File: src/rtl/algo_1r2w_req_sched_pkg.sv
// Shared widths, read tag payload and helpers for the 1r2w requester scheduler.
package algo_1r2w_req_sched_pkg;

  localparam int unsigned NUMREQ   = 4;
  localparam int unsigned BITREQ   = 2;
  localparam int unsigned WIDTH    = 32;
  localparam int unsigned BITADDR  = 13;
  localparam int unsigned RD_DELAY = 4;
  localparam int unsigned RESP_LAT = RD_DELAY + 2;

  typedef logic [NUMREQ-1:0]         req_vec_t;
  typedef logic [NUMREQ*BITADDR-1:0] req_adr_t;
  typedef logic [NUMREQ*WIDTH-1:0]   req_dat_t;

  typedef struct packed {
    logic              vld;
    logic [BITREQ-1:0] id;
  } rd_tag_t;

  function automatic logic [BITREQ-1:0] rr_next(input logic [BITREQ-1:0] i);
    return BITREQ'((32'(i) + 32'd1) % NUMREQ);
  endfunction

  function automatic logic [BITADDR-1:0] adr_at(input req_adr_t a, input logic [BITREQ-1:0] i);
    return a[32'(i)*BITADDR +: BITADDR];
  endfunction

  function automatic logic [WIDTH-1:0] dat_at(input req_dat_t d, input logic [BITREQ-1:0] i);
    return d[32'(i)*WIDTH +: WIDTH];
  endfunction

endpackage

File: src/rtl/algo_rr_pick.sv
// Round-robin find-first: first unmasked request scanning ptr, ptr+1, ... mod N.
module algo_rr_pick #(
  parameter int unsigned N = 4,
  parameter int unsigned B = 2
) (
  input  logic [N-1:0] req,
  input  logic [N-1:0] mask,
  input  logic [B-1:0] ptr,
  output logic         vld,
  output logic [B-1:0] idx
);

  logic [B-1:0] cand;

  always_comb begin
    vld  = 1'b0;
    idx  = ptr;
    cand = ptr;
    for (int unsigned k = 0; k < N; k++) begin
      cand = B'((32'(ptr) + k) % N);
      if (!vld && req[cand] && !mask[cand]) begin
        vld = 1'b1;
        idx = cand;
      end
    end
  end

endmodule

File: src/rtl/algo_1r2w_req_sched.sv
// Arbitrates NUMREQ requesters onto one 2-write/1-read memory and routes
// read data back to the originating requester through a latency-matched tag pipe.
module algo_1r2w_req_sched
  import algo_1r2w_req_sched_pkg::*;
(
  input  logic                   clk,
  input  logic                   rst,
  input  logic [NUMREQ-1:0]      rq_write,
  input  logic [NUMREQ*BITADDR-1:0] rq_wr_adr,
  input  logic [NUMREQ*WIDTH-1:0]   rq_din,
  output logic [NUMREQ-1:0]      rq_wr_gnt,
  input  logic [NUMREQ-1:0]      rq_read,
  input  logic [NUMREQ*BITADDR-1:0] rq_rd_adr,
  output logic [NUMREQ-1:0]      rq_rd_gnt,
  output logic [NUMREQ-1:0]      rq_rd_vld,
  output logic [WIDTH-1:0]       rq_rd_dout,
  output logic                   tag_err,
  input  logic                   ready,
  output logic [1:0]             write,
  output logic [2*BITADDR-1:0]   wr_adr,
  output logic [2*WIDTH-1:0]     din,
  output logic                   read,
  output logic [BITADDR-1:0]     rd_adr,
  input  logic                   rd_vld,
  input  logic [WIDTH-1:0]       rd_dout
);

  logic               active;
  req_vec_t           wr_req, rd_req, wr_eq;
  logic               w0_vld, w1_vld, r_vld, r_gnt, rd_conflict;
  logic [BITREQ-1:0]  w0_idx, w1_idx, r_idx, w1_ptr;
  logic [BITREQ-1:0]  wptr, rptr, rd_id;
  logic [BITADDR-1:0] w0_adr, w1_adr, r_adr;
  rd_tag_t            tag_q [RD_DELAY];
  rd_tag_t            tag_tail;

  assign active = ready & ~rst;
  assign wr_req = rq_write & {NUMREQ{active}};
  assign rd_req = rq_read & {NUMREQ{active}};

  algo_rr_pick #(.N(NUMREQ), .B(BITREQ)) u_wr0 (
    .req(wr_req), .mask('0), .ptr(wptr), .vld(w0_vld), .idx(w0_idx)
  );

  assign w0_adr = adr_at(rq_wr_adr, w0_idx);
  assign w1_ptr = rr_next(w0_idx);

  // Slot 1 excludes slot 0 and anything targeting the same address.
  always_comb begin
    wr_eq = '0;
    for (int unsigned i = 0; i < NUMREQ; i++)
      wr_eq[i] = (adr_at(rq_wr_adr, BITREQ'(i)) == w0_adr);
  end

  algo_rr_pick #(.N(NUMREQ), .B(BITREQ)) u_wr1 (
    .req(wr_req), .mask(wr_eq), .ptr(w1_ptr), .vld(w1_vld), .idx(w1_idx)
  );

  algo_rr_pick #(.N(NUMREQ), .B(BITREQ)) u_rd (
    .req(rd_req), .mask('0), .ptr(rptr), .vld(r_vld), .idx(r_idx)
  );

  assign w1_adr      = adr_at(rq_wr_adr, w1_idx);
  assign r_adr       = adr_at(rq_rd_adr, r_idx);
  // A read racing a same-address write waits so that its retry sees the new data.
  assign rd_conflict = (w0_vld && (r_adr == w0_adr)) || (w1_vld && (r_adr == w1_adr));
  assign r_gnt       = r_vld && !rd_conflict;

  always_comb begin
    rq_wr_gnt = '0;
    rq_rd_gnt = '0;
    if (w0_vld) rq_wr_gnt[w0_idx] = 1'b1;
    if (w1_vld) rq_wr_gnt[w1_idx] = 1'b1;
    if (r_gnt)  rq_rd_gnt[r_idx]  = 1'b1;
  end

  // Issue stage and round-robin pointers.
  always_ff @(posedge clk or posedge rst) begin
    if (rst) begin
      write  <= '0;
      wr_adr <= '0;
      din    <= '0;
      read   <= 1'b0;
      rd_adr <= '0;
      rd_id  <= '0;
      wptr   <= '0;
      rptr   <= '0;
    end else begin
      write <= {w1_vld, w0_vld};
      read  <= r_gnt;
      if (w0_vld) begin
        wr_adr[0 +: BITADDR] <= w0_adr;
        din[0 +: WIDTH]      <= dat_at(rq_din, w0_idx);
      end
      if (w1_vld) begin
        wr_adr[BITADDR +: BITADDR] <= w1_adr;
        din[WIDTH +: WIDTH]        <= dat_at(rq_din, w1_idx);
      end
      if (r_gnt) begin
        rd_adr <= r_adr;
        rd_id  <= r_idx;
        rptr   <= rr_next(r_idx);
      end
      if (w1_vld)      wptr <= rr_next(w1_idx);
      else if (w0_vld) wptr <= rr_next(w0_idx);
    end
  end

  assign tag_tail = tag_q[RD_DELAY-1];

  // Tag pipe tracks the issued read strobe so its tail lines up with rd_vld.
  always_ff @(posedge clk or posedge rst) begin
    if (rst) begin
      for (int unsigned k = 0; k < RD_DELAY; k++) tag_q[k] <= '0;
      rq_rd_vld  <= '0;
      rq_rd_dout <= '0;
      tag_err    <= 1'b0;
    end else begin
      tag_q[0] <= '{vld: read, id: rd_id};
      for (int unsigned k = 1; k < RD_DELAY; k++) tag_q[k] <= tag_q[k-1];
      rq_rd_vld <= (rd_vld && tag_tail.vld) ? (NUMREQ'(1) << tag_tail.id) : '0;
      if (rd_vld && tag_tail.vld) rq_rd_dout <= rd_dout;
      if (rd_vld && !tag_tail.vld) tag_err <= 1'b1;
    end
  end

endmodule

File: config.mk
export PLATFORM = sky130hd
export DESIGN_NAME = algo_1r2w_req_sched
export DESIGN_NICKNAME = d
export VERILOG_FILES = /design/src/rtl/algo_1r2w_req_sched_pkg.sv /design/src/rtl/algo_rr_pick.sv /design/src/rtl/algo_1r2w_req_sched.sv
export SDC_FILE = /design/constraint.sdc
export NUM_CORES = 1
export LEC_CHECK = 0
export ABC_AREA = 1
export CORE_ASPECT_RATIO = 1.4
export CORE_MARGIN = 5
export CORE_UTILIZATION = 35
export CTS_BUF_LIST = sky130_fd_sc_hd__clkbuf_4 sky130_fd_sc_hd__clkbuf_8
export DETAILED_ROUTE_END_ITERATION = 7
export PLACE_DENSITY = 0.76
export SKIP_LAST_GASP = 1
export SLEW_MARGIN = 25
export SYNTH_ARGS = -nofsm -noshare
export SYNTH_HDL_FRONTEND = slang
export SYNTH_HIERARCHICAL = 1
export SYNTH_SLANG_ARGS = --single-unit
File: constraint.sdc
create_clock -name clk -period 18.7 [get_ports clk]
set_input_delay 1.87 -clock clk [delete_from_list [all_inputs] [get_ports clk]]
set_output_delay 1.87 -clock clk [all_outputs]
set_load 0.01 [all_outputs]
==> flow_results.xml, run 1 <==
<?xml version="1.0" encoding="UTF-8"?>
<metrics>
  <group name="logic_synthesis">
    <metric name="synth_ff_type" unit="">sky130_fd_sc_hd__dfrtp_1</metric>
    <metric name="synth-compound-area-share" unit="%">16.5</metric>
    <metric name="synth_area" unit="sq um">11500</metric>
    <metric name="synth_simple_gate_area_share" unit="%">32.2</metric>
    <metric name="post_synth_num_cell_types" unit="">42</metric>
    <metric name="yosys-mux-area-fraction" unit="%">3.14</metric>
    <metric name="yosys.area_share.xor_xnor" unit="%">3.43</metric>
    <metric name="synthCells" unit="">1636</metric>
    <metric name="post-synth-top-area-cell" unit="">sky130_fd_sc_hd__dfrtp_1</metric>
    <metric name="yosysTopAreaCellShare" unit="%">35.1</metric>
    <metric name="syn-mean-instance-area" unit="sq um">7.03</metric>
    <metric name="async_flop_share" unit="%">100</metric>
    <metric name="synth.top_cells.by_area" unit="">sky130_fd_sc_hd__dfrtp_1 (35%), sky130_fd_sc_hd__nand2_1 (17%), sky130_fd_sc_hd__nand3_1 (4.8%)</metric>
    <metric name="synth_enable_flop_cells" unit="">0</metric>
    <metric name="post_synth_fa_ha_maj_area_fraction" unit="%">1.31</metric>
    <metric name="ys_seq_area_share" unit="%">35.1</metric>
    <metric name="synth_warn" unit="">6</metric>
    <metric name="main_combinational_cell_family_by_area_after_synthesis" unit="">simple AND/OR/NAND/NOR gates</metric>
    <metric name="number_of_synthesized_register_bits" unit="">161</metric>
  </group>
  <group name="cts">
    <metric name="cts-root-to-sink-buffers" unit="">2</metric>
    <metric name="ctsResizeCount" unit="">0</metric>
    <metric name="clk_latency" unit="ps">510</metric>
    <metric name="clock_tree.root_cell" unit="">sky130_fd_sc_hd__clkbuf_8</metric>
    <metric name="reg_clk_slew_reported_paths" unit="ps">100</metric>
    <metric name="post_cts_buffers" unit="">0</metric>
    <metric name="tritoncts_clock_tree" unit="">done</metric>
    <metric name="numCtsBuffers" unit="">17</metric>
    <metric name="ctsHoldBuffers" unit="">0</metric>
    <metric name="clkSinkCount" unit="">161</metric>
    <metric name="cts_h_tree_lvls" unit="">4</metric>
  </group>
  <group name="sta">
    <metric name="worst_slew_pin_slew" unit="ps">1050</metric>
    <metric name="period_share" unit="%">74.2</metric>
    <metric name="fin_tns_setup" unit="ps">0</metric>
    <metric name="finalHoldViolCount" unit="">0</metric>
    <metric name="fin_crit" unit="ps">13870</metric>
    <metric name="fin_worst_hold_slack" unit="ps">358</metric>
    <metric name="clock.fmax" unit="MHz">72.1</metric>
    <metric name="rsz0062_at_grt" unit="">false</metric>
    <metric name="report.final.setup_viol" unit="">0</metric>
    <metric name="timing.final.max_slew_violations" unit="">0</metric>
    <metric name="finClkSkew" unit="ps">22.6</metric>
    <metric name="maxSlewHeadroom" unit="%">29.7</metric>
  </group>
  <group name="global_route">
    <metric name="number_of_global_route_vias_before_repair" unit="">12988</metric>
    <metric name="globalRoute.totalOverflow" unit="">0</metric>
    <metric name="globalRouteMet2Util" unit="%">46.1</metric>
    <metric name="grt_pass1_wl" unit="microns">73800</metric>
    <metric name="groute.layer.met3.usage" unit="%">7.15</metric>
    <metric name="gr-usage-met1" unit="%">27.4</metric>
    <metric name="grt_antenna_before_repair" unit="">5</metric>
    <metric name="busiest_layer" unit="">met2</metric>
    <metric name="grt_start_max_net_pins" unit="">113</metric>
    <metric name="grtUsageTotal" unit="%">26.0</metric>
  </group>
  <group name="place">
    <metric name="post-dp-hpwl" unit="microns">38200</metric>
    <metric name="final_wtd_congestion" unit="">0.963</metric>
    <metric name="port-buffer-count" unit="">426</metric>
    <metric name="dpl.cell_count" unit="">2421</metric>
  </group>
  <group name="drt">
    <metric name="drt_iter0_drc" unit="">1143</metric>
    <metric name="finalWirelength" unit="microns">49400</metric>
    <metric name="dr.pass1.iters" unit="">6</metric>
    <metric name="detail_route.drc_violations" unit="">0</metric>
    <metric name="dr_total_vias" unit="">13119</metric>
    <metric name="drt.antenna.violating_nets" unit="">0</metric>
    <metric name="routed_wire_length_per_instance" unit="microns">20.1</metric>
    <metric name="via_per_inst" unit="">5.34</metric>
  </group>
  <group name="layout">
    <metric name="finalNonFillerCells" unit="">2456</metric>
    <metric name="final_net_count" unit="">2288</metric>
    <metric name="fillers" unit="">3246</metric>
    <metric name="commonest_non_fill_non_tap_cells_in_the_layout" unit="">sky130_fd_sc_hd__nand2_1 (531), sky130_fd_sc_hd__clkdlybuf4s50_1 (426), sky130_fd_sc_hd__dfrtp_1 (161), sky130_fd_sc_hd__nand3_1 (110), sky130_fd_sc_hd__nor2_1 (108)</metric>
    <metric name="final_layout_size_suffix_gt1_share" unit="%">7.80</metric>
    <metric name="mostFrequentLayoutCell" unit="">sky130_fd_sc_hd__nand2_1</metric>
    <metric name="areaGrowthSynthToFinish" unit="%">42.6</metric>
  </group>
  <group name="critical_path">
    <metric name="setup.worst_path.class" unit="">in2out</metric>
    <metric name="timing.critical_path.mode_cell" unit="">sky130_fd_sc_hd__nand2_1</metric>
    <metric name="worstPathArrival" unit="ps">12000</metric>
    <metric name="worst_path_max_delay_cell" unit="">sky130_fd_sc_hd__buf_4</metric>
    <metric name="cp.required" unit="ps">16830</metric>
    <metric name="crit_path_max_fanout" unit="">112</metric>
    <metric name="timing.critical_path.from_type" unit="">input pin</metric>
    <metric name="cp_capture_type" unit="">output port</metric>
    <metric name="crit_path_max_incr_delay" unit="ps">890</metric>
  </group>
  <group name="die">
    <metric name="die_width" unit="microns">163</metric>
    <metric name="placementRows" unit="">78</metric>
    <metric name="core_area" unit="sq um">32400</metric>
    <metric name="die_area" unit="sq um">36600</metric>
    <metric name="initial_cell_density_of_the_core" unit="%">35.5</metric>
    <metric name="ios" unit="">427</metric>
    <metric name="die_y" unit="microns">224</metric>
  </group>
  <group name="min_path">
    <metric name="timing.hold.worst.class" unit="">reg2reg</metric>
  </group>
  <group name="run">
    <metric name="maxCapViolations" unit="">0</metric>
  </group>
  <group name="status">
    <metric name="run_status" unit="">complete, no violations</metric>
  </group>
</metrics>
==> kinds of logic (layout without fill, tap and decap cells) <==
logic type / count (synthesis) / after routing
compound gates: 316 / 316
xor+xnor: 45 / 45
fa+ha+maj: 12 / 12
buf+inv: 221 / 591
flops: 161 / 161
mux: 32 / 32
other cells: 1 / 11
simple gates: 848 / 848
==> cell type report <==
cell class                 instances  area, sq um  share of cell area (%)
clock inverter                    15          169                    1.03
clock buffer                      17          234                    1.43
multi-input combinational       1261         6560                    40.0
tap                              440          551                    3.36
inverter                         121          477                    2.91
timing repair buffer             438         4360                    26.6
sequential                       161         4030                    24.6
antenna                            3         7.51                  0.0458
==> Yosys cell counts (all sizes together) (2+ instances only) <==
library cell	instances
a221oi	2
nor2	112
nor3	7
o211ai	65
a22o	4
nor3b	2
o22ai	3
nand2	581
buf	48
clkbuf	52
nand4	24
clkinv	3
dfrtp	161
a211oi	6
nor4	2
nand3	120
inv	118
a31oi	65
ha	12
mux2	32
xor2	21
a21oi	67
o21ai	101
xnor2	24
==> worst paths after layout <==
check / slack [ps] / endpoint / from / depth (start not counted)
hold / removal: 360 / tag_q[6]$_DFF_PP0_ / tag_q[9]$_DFF_PP0_ / 0
setup reg to reg: 10200 / rd_adr[7]$_DFFE_PP0P_ / wptr[0]$_DFFE_PP0P_ / 40
hold reg to reg: 360 / tag_q[6]$_DFF_PP0_ / tag_q[9]$_DFF_PP0_ / 0
setup / recovery: 4830 / rq_rd_gnt[3] / rst / 46
max in group asynchronous: 15610 / wr_adr[4]$_DFFE_PP0P_ / rst / 3
min in group asynchronous: 1910 / write[1]$_DFF_PP0_ / rst / 2
==> sequential cells by signal (all words and copies together) (netlist names) <==
name	flops
tag_err	1
din	64
wr_adr	26
wptr	2
read	1
write	2
rd_adr	13
rq_rd_vld	4
rq_rd_dout	32
tag_q	12
rptr	2
rd_id	2
==> worst max-delay path, delay by kind of cell <==
| kind | cells | cell delay, ps |
|---|---|---|
| AND/OR/NAND/NOR | 33 | 4660 |
| buffers and inverters | 8 | 4380 |
| AO/OA/AOI/OAI | 4 | 860 |
| XOR/XNOR | 1 | 70 |
==> metrics by stage <==
stage          area [sq um]  utilization [%]  worst slack [ps]
3_3_place_gp          16000             49.3              5270
4_1_cts               16400             50.5              4920
6_report              16400             50.6              4830
3_5_place_dp          16000             49.3              4920
5_1_grt               16400             50.6              3940
2_1_floorplan         11500                -              6160
==> routing by layer <==
metal / vias up / wire length [microns]
met5: - / 21
met4: 4 / 2760
met3: 133 / 4840
met2: 758 / 24400
met1: 6067 / 17300
li1: 6157 / -
Power of run 1 is not shown: default switching activity piles up to over one toggle a cycle in this logic, so the estimate is an artifact.
==> run 2: changes to the inputs <==
==> constraint.sdc (replaced) <==
create_clock -name clk -period 13.95 [get_ports clk]
set_input_delay 1.395 -clock clk [delete_from_list [all_inputs] [get_ports clk]]
set_output_delay 1.395 -clock clk [all_outputs]
set_load 0.01 [all_outputs]
==> flow_results.xml, run 2 (same netlist as run 1, synthesis figures left out) <==
<?xml version="1.0" encoding="UTF-8"?>
<metrics>
  <group name="die">
    <metric name="die_y" unit="microns">224</metric>
    <metric name="die_area" unit="sq um">36600</metric>
    <metric name="core_area" unit="sq um">32400</metric>
    <metric name="ios" unit="">427</metric>
    <metric name="die_width" unit="microns">163</metric>
    <metric name="placementRows" unit="">78</metric>
    <metric name="initial_cell_density_of_the_core" unit="%">35.5</metric>
  </group>
  <group name="place">
    <metric name="port-buffer-count" unit="">426</metric>
    <metric name="pre_cts_slack" unit="ps">2640</metric>
    <metric name="post-dp-hpwl" unit="microns">39000</metric>
    <metric name="final_wtd_congestion" unit="">0.966</metric>
  </group>
  <group name="cts">
    <metric name="post_cts_buffers" unit="">0</metric>
    <metric name="tritoncts_clock_tree" unit="">done</metric>
    <metric name="cts_h_tree_lvls" unit="">4</metric>
    <metric name="ctsResizeCount" unit="">0</metric>
    <metric name="numCtsBuffers" unit="">17</metric>
    <metric name="clk_latency" unit="ps">490</metric>
    <metric name="ctsHoldBuffers" unit="">0</metric>
    <metric name="reg_clk_slew_reported_paths" unit="ps">100</metric>
    <metric name="clkSinkCount" unit="">161</metric>
    <metric name="clock_tree.root_cell" unit="">sky130_fd_sc_hd__clkbuf_8</metric>
    <metric name="cts-root-to-sink-buffers" unit="">2</metric>
  </group>
  <group name="sta">
    <metric name="fin_tns_setup" unit="ps">0</metric>
    <metric name="timing.final.max_slew_violations" unit="">0</metric>
    <metric name="finalHoldViolCount" unit="">0</metric>
    <metric name="post-route-worst-setup-slack" unit="ps">2600</metric>
    <metric name="rsz0062_at_grt" unit="">false</metric>
    <metric name="period_share" unit="%">81.4</metric>
    <metric name="worst_slew_pin_slew" unit="ps">943</metric>
    <metric name="fin_crit" unit="ps">11350</metric>
    <metric name="report.final.setup_viol" unit="">0</metric>
    <metric name="finClkSkew" unit="ps">18.6</metric>
    <metric name="clock.fmax" unit="MHz">88.1</metric>
    <metric name="maxSlewHeadroom" unit="%">37.1</metric>
  </group>
  <group name="drt">
    <metric name="detail_route.drc_violations" unit="">0</metric>
    <metric name="drt_iter0_drc" unit="">1017</metric>
    <metric name="dr_total_vias" unit="">13064</metric>
    <metric name="finalWirelength" unit="microns">49900</metric>
    <metric name="drt.antenna.violating_nets" unit="">0</metric>
    <metric name="routed_wire_length_per_instance" unit="microns">20.4</metric>
    <metric name="dr.pass1.iters" unit="">7</metric>
    <metric name="via_per_inst" unit="">5.32</metric>
  </group>
  <group name="critical_path">
    <metric name="timing.critical_path.mode_cell" unit="">sky130_fd_sc_hd__nand2_1</metric>
    <metric name="timing.critical_path.from_type" unit="">input pin</metric>
    <metric name="crit_path_max_fanout" unit="">78</metric>
    <metric name="crit_path_max_incr_delay" unit="ps">700</metric>
    <metric name="setup.worst_path.class" unit="">in2out</metric>
    <metric name="worst_path_max_delay_cell" unit="">sky130_fd_sc_hd__buf_4</metric>
    <metric name="cp.required" unit="ps">12560</metric>
    <metric name="worstPathArrival" unit="ps">9950</metric>
    <metric name="cp_capture_type" unit="">output port</metric>
  </group>
  <group name="global_route">
    <metric name="globalRoute.totalOverflow" unit="">0</metric>
    <metric name="grt_start_max_net_pins" unit="">113</metric>
    <metric name="grt_pass1_wl" unit="microns">75100</metric>
    <metric name="number_of_global_route_vias_before_repair" unit="">12917</metric>
    <metric name="grtUsageTotal" unit="%">26.5</metric>
    <metric name="grt_antenna_before_repair" unit="">2</metric>
  </group>
  <group name="layout">
    <metric name="fillers" unit="">3185</metric>
    <metric name="registers.top_by_ff_count" unit="">din</metric>
    <metric name="largest_registers_ranked_by_flip_flop_count" unit="">din: 64 flops, rq_rd_dout: 32 flops, wr_adr: 26 flops</metric>
    <metric name="mostFrequentLayoutCell" unit="">sky130_fd_sc_hd__nand2_1</metric>
    <metric name="areaGrowthSynthToFinish" unit="%">42.2</metric>
    <metric name="final_net_count" unit="">2289</metric>
    <metric name="largest_register_ffs" unit="">64</metric>
    <metric name="commonest_non_fill_non_tap_cells_in_the_layout" unit="">sky130_fd_sc_hd__nand2_1 (531), sky130_fd_sc_hd__clkdlybuf4s50_1 (426), sky130_fd_sc_hd__dfrtp_1 (161), sky130_fd_sc_hd__nand3_1 (110), sky130_fd_sc_hd__nor2_1 (108)</metric>
    <metric name="final_layout_size_suffix_gt1_share" unit="%">7.80</metric>
  </group>
  <group name="status">
    <metric name="run_status" unit="">complete, no violations</metric>
  </group>
  <group name="run">
    <metric name="maxCapViolations" unit="">0</metric>
  </group>
  <group name="min_path">
    <metric name="timing.hold.worst.class" unit="">reg2reg</metric>
  </group>
</metrics>
run 2: cell types whose count changed in the layout (fill, tap and decap cells not counted):
cell,delta
sky130_fd_sc_hd__inv_6,+3
sky130_fd_sc_hd__bufinv_16,-1
sky130_fd_sc_hd__clkinv_4,-2
sky130_fd_sc_hd__clkinv_8,-1
sky130_fd_sc_hd__buf_4,+1
sky130_fd_sc_hd__inv_8,-5
sky130_fd_sc_hd__clkbuf_8,+1
sky130_fd_sc_hd__diode_2,-2
sky130_fd_sc_hd__clkinvlp_4,+4
run 2: routing by layer:
metal  vias to the layer above  track usage [%]  part of all wire (%)  wire, microns
li1                       6137                -                     -              -
met4                         4             14.7                   6.0           3010
met3                       130             7.33                   9.8           4890
met5                         -                0                 0.042             21
met2                       734             46.8                    49          24500
met1                      6059             28.5                    35          17500
run 2: area by class of cell:
type | count | area (sq um) | share of cell area [%]
flip-flops and latches | 161 | 4030 | 24.7
repair buffers | 439 | 4370 | 26.7
diodes | 1 | 2.50 | 0.0153
well taps | 440 | 551 | 3.37
clock inverters | 13 | 105 | 0.643
multi-input cells | 1261 | 6560 | 40.2
inverters | 121 | 477 | 2.92
clock buffers | 18 | 248 | 1.52
run 2: final timing paths:
path | startpoint | end | slack, ps | depth (start not counted)
worst max-delay path | rst | rq_rd_gnt[1] | 2600 | 45
worst min-delay path | tag_q[4]$_DFF_PP0_ | tag_q[1]$_DFF_PP0_ | 350 | 0
worst max register to register | wptr[0]$_DFFE_PP0P_ | rd_adr[8]$_DFFE_PP0P_ | 6700 | 41
worst min register to register | tag_q[4]$_DFF_PP0_ | tag_q[1]$_DFF_PP0_ | 350 | 0
max in group asynchronous | rst | rq_rd_dout[2]$_DFFE_PP0P_ | 11440 | 3
min in group asynchronous | rst | write[0]$_DFF_PP0_ | 1330 | 2
run 2: through the flow:
stage,hold WS [ps],instances,util [%],area (sq um)
2_1_floorplan,331,1643,-,11500
3_3_place_gp,332,2422,49.3,16000
3_5_place_dp,336,2422,49.3,16000
4_1_cts,351,2453,50.4,16300
5_1_grt,353,2453,50.4,16300
6_report,350,2454,50.4,16300
run 2: critical path, delay by kind of cell:
family / cells / cell delay (ps)
buffers and inverters: 6 / 2930
AO/OA/AOI/OAI: 1 / 220
AND/OR/NAND/NOR: 38 / 5330
Power of run 2 is left out for the same reason.
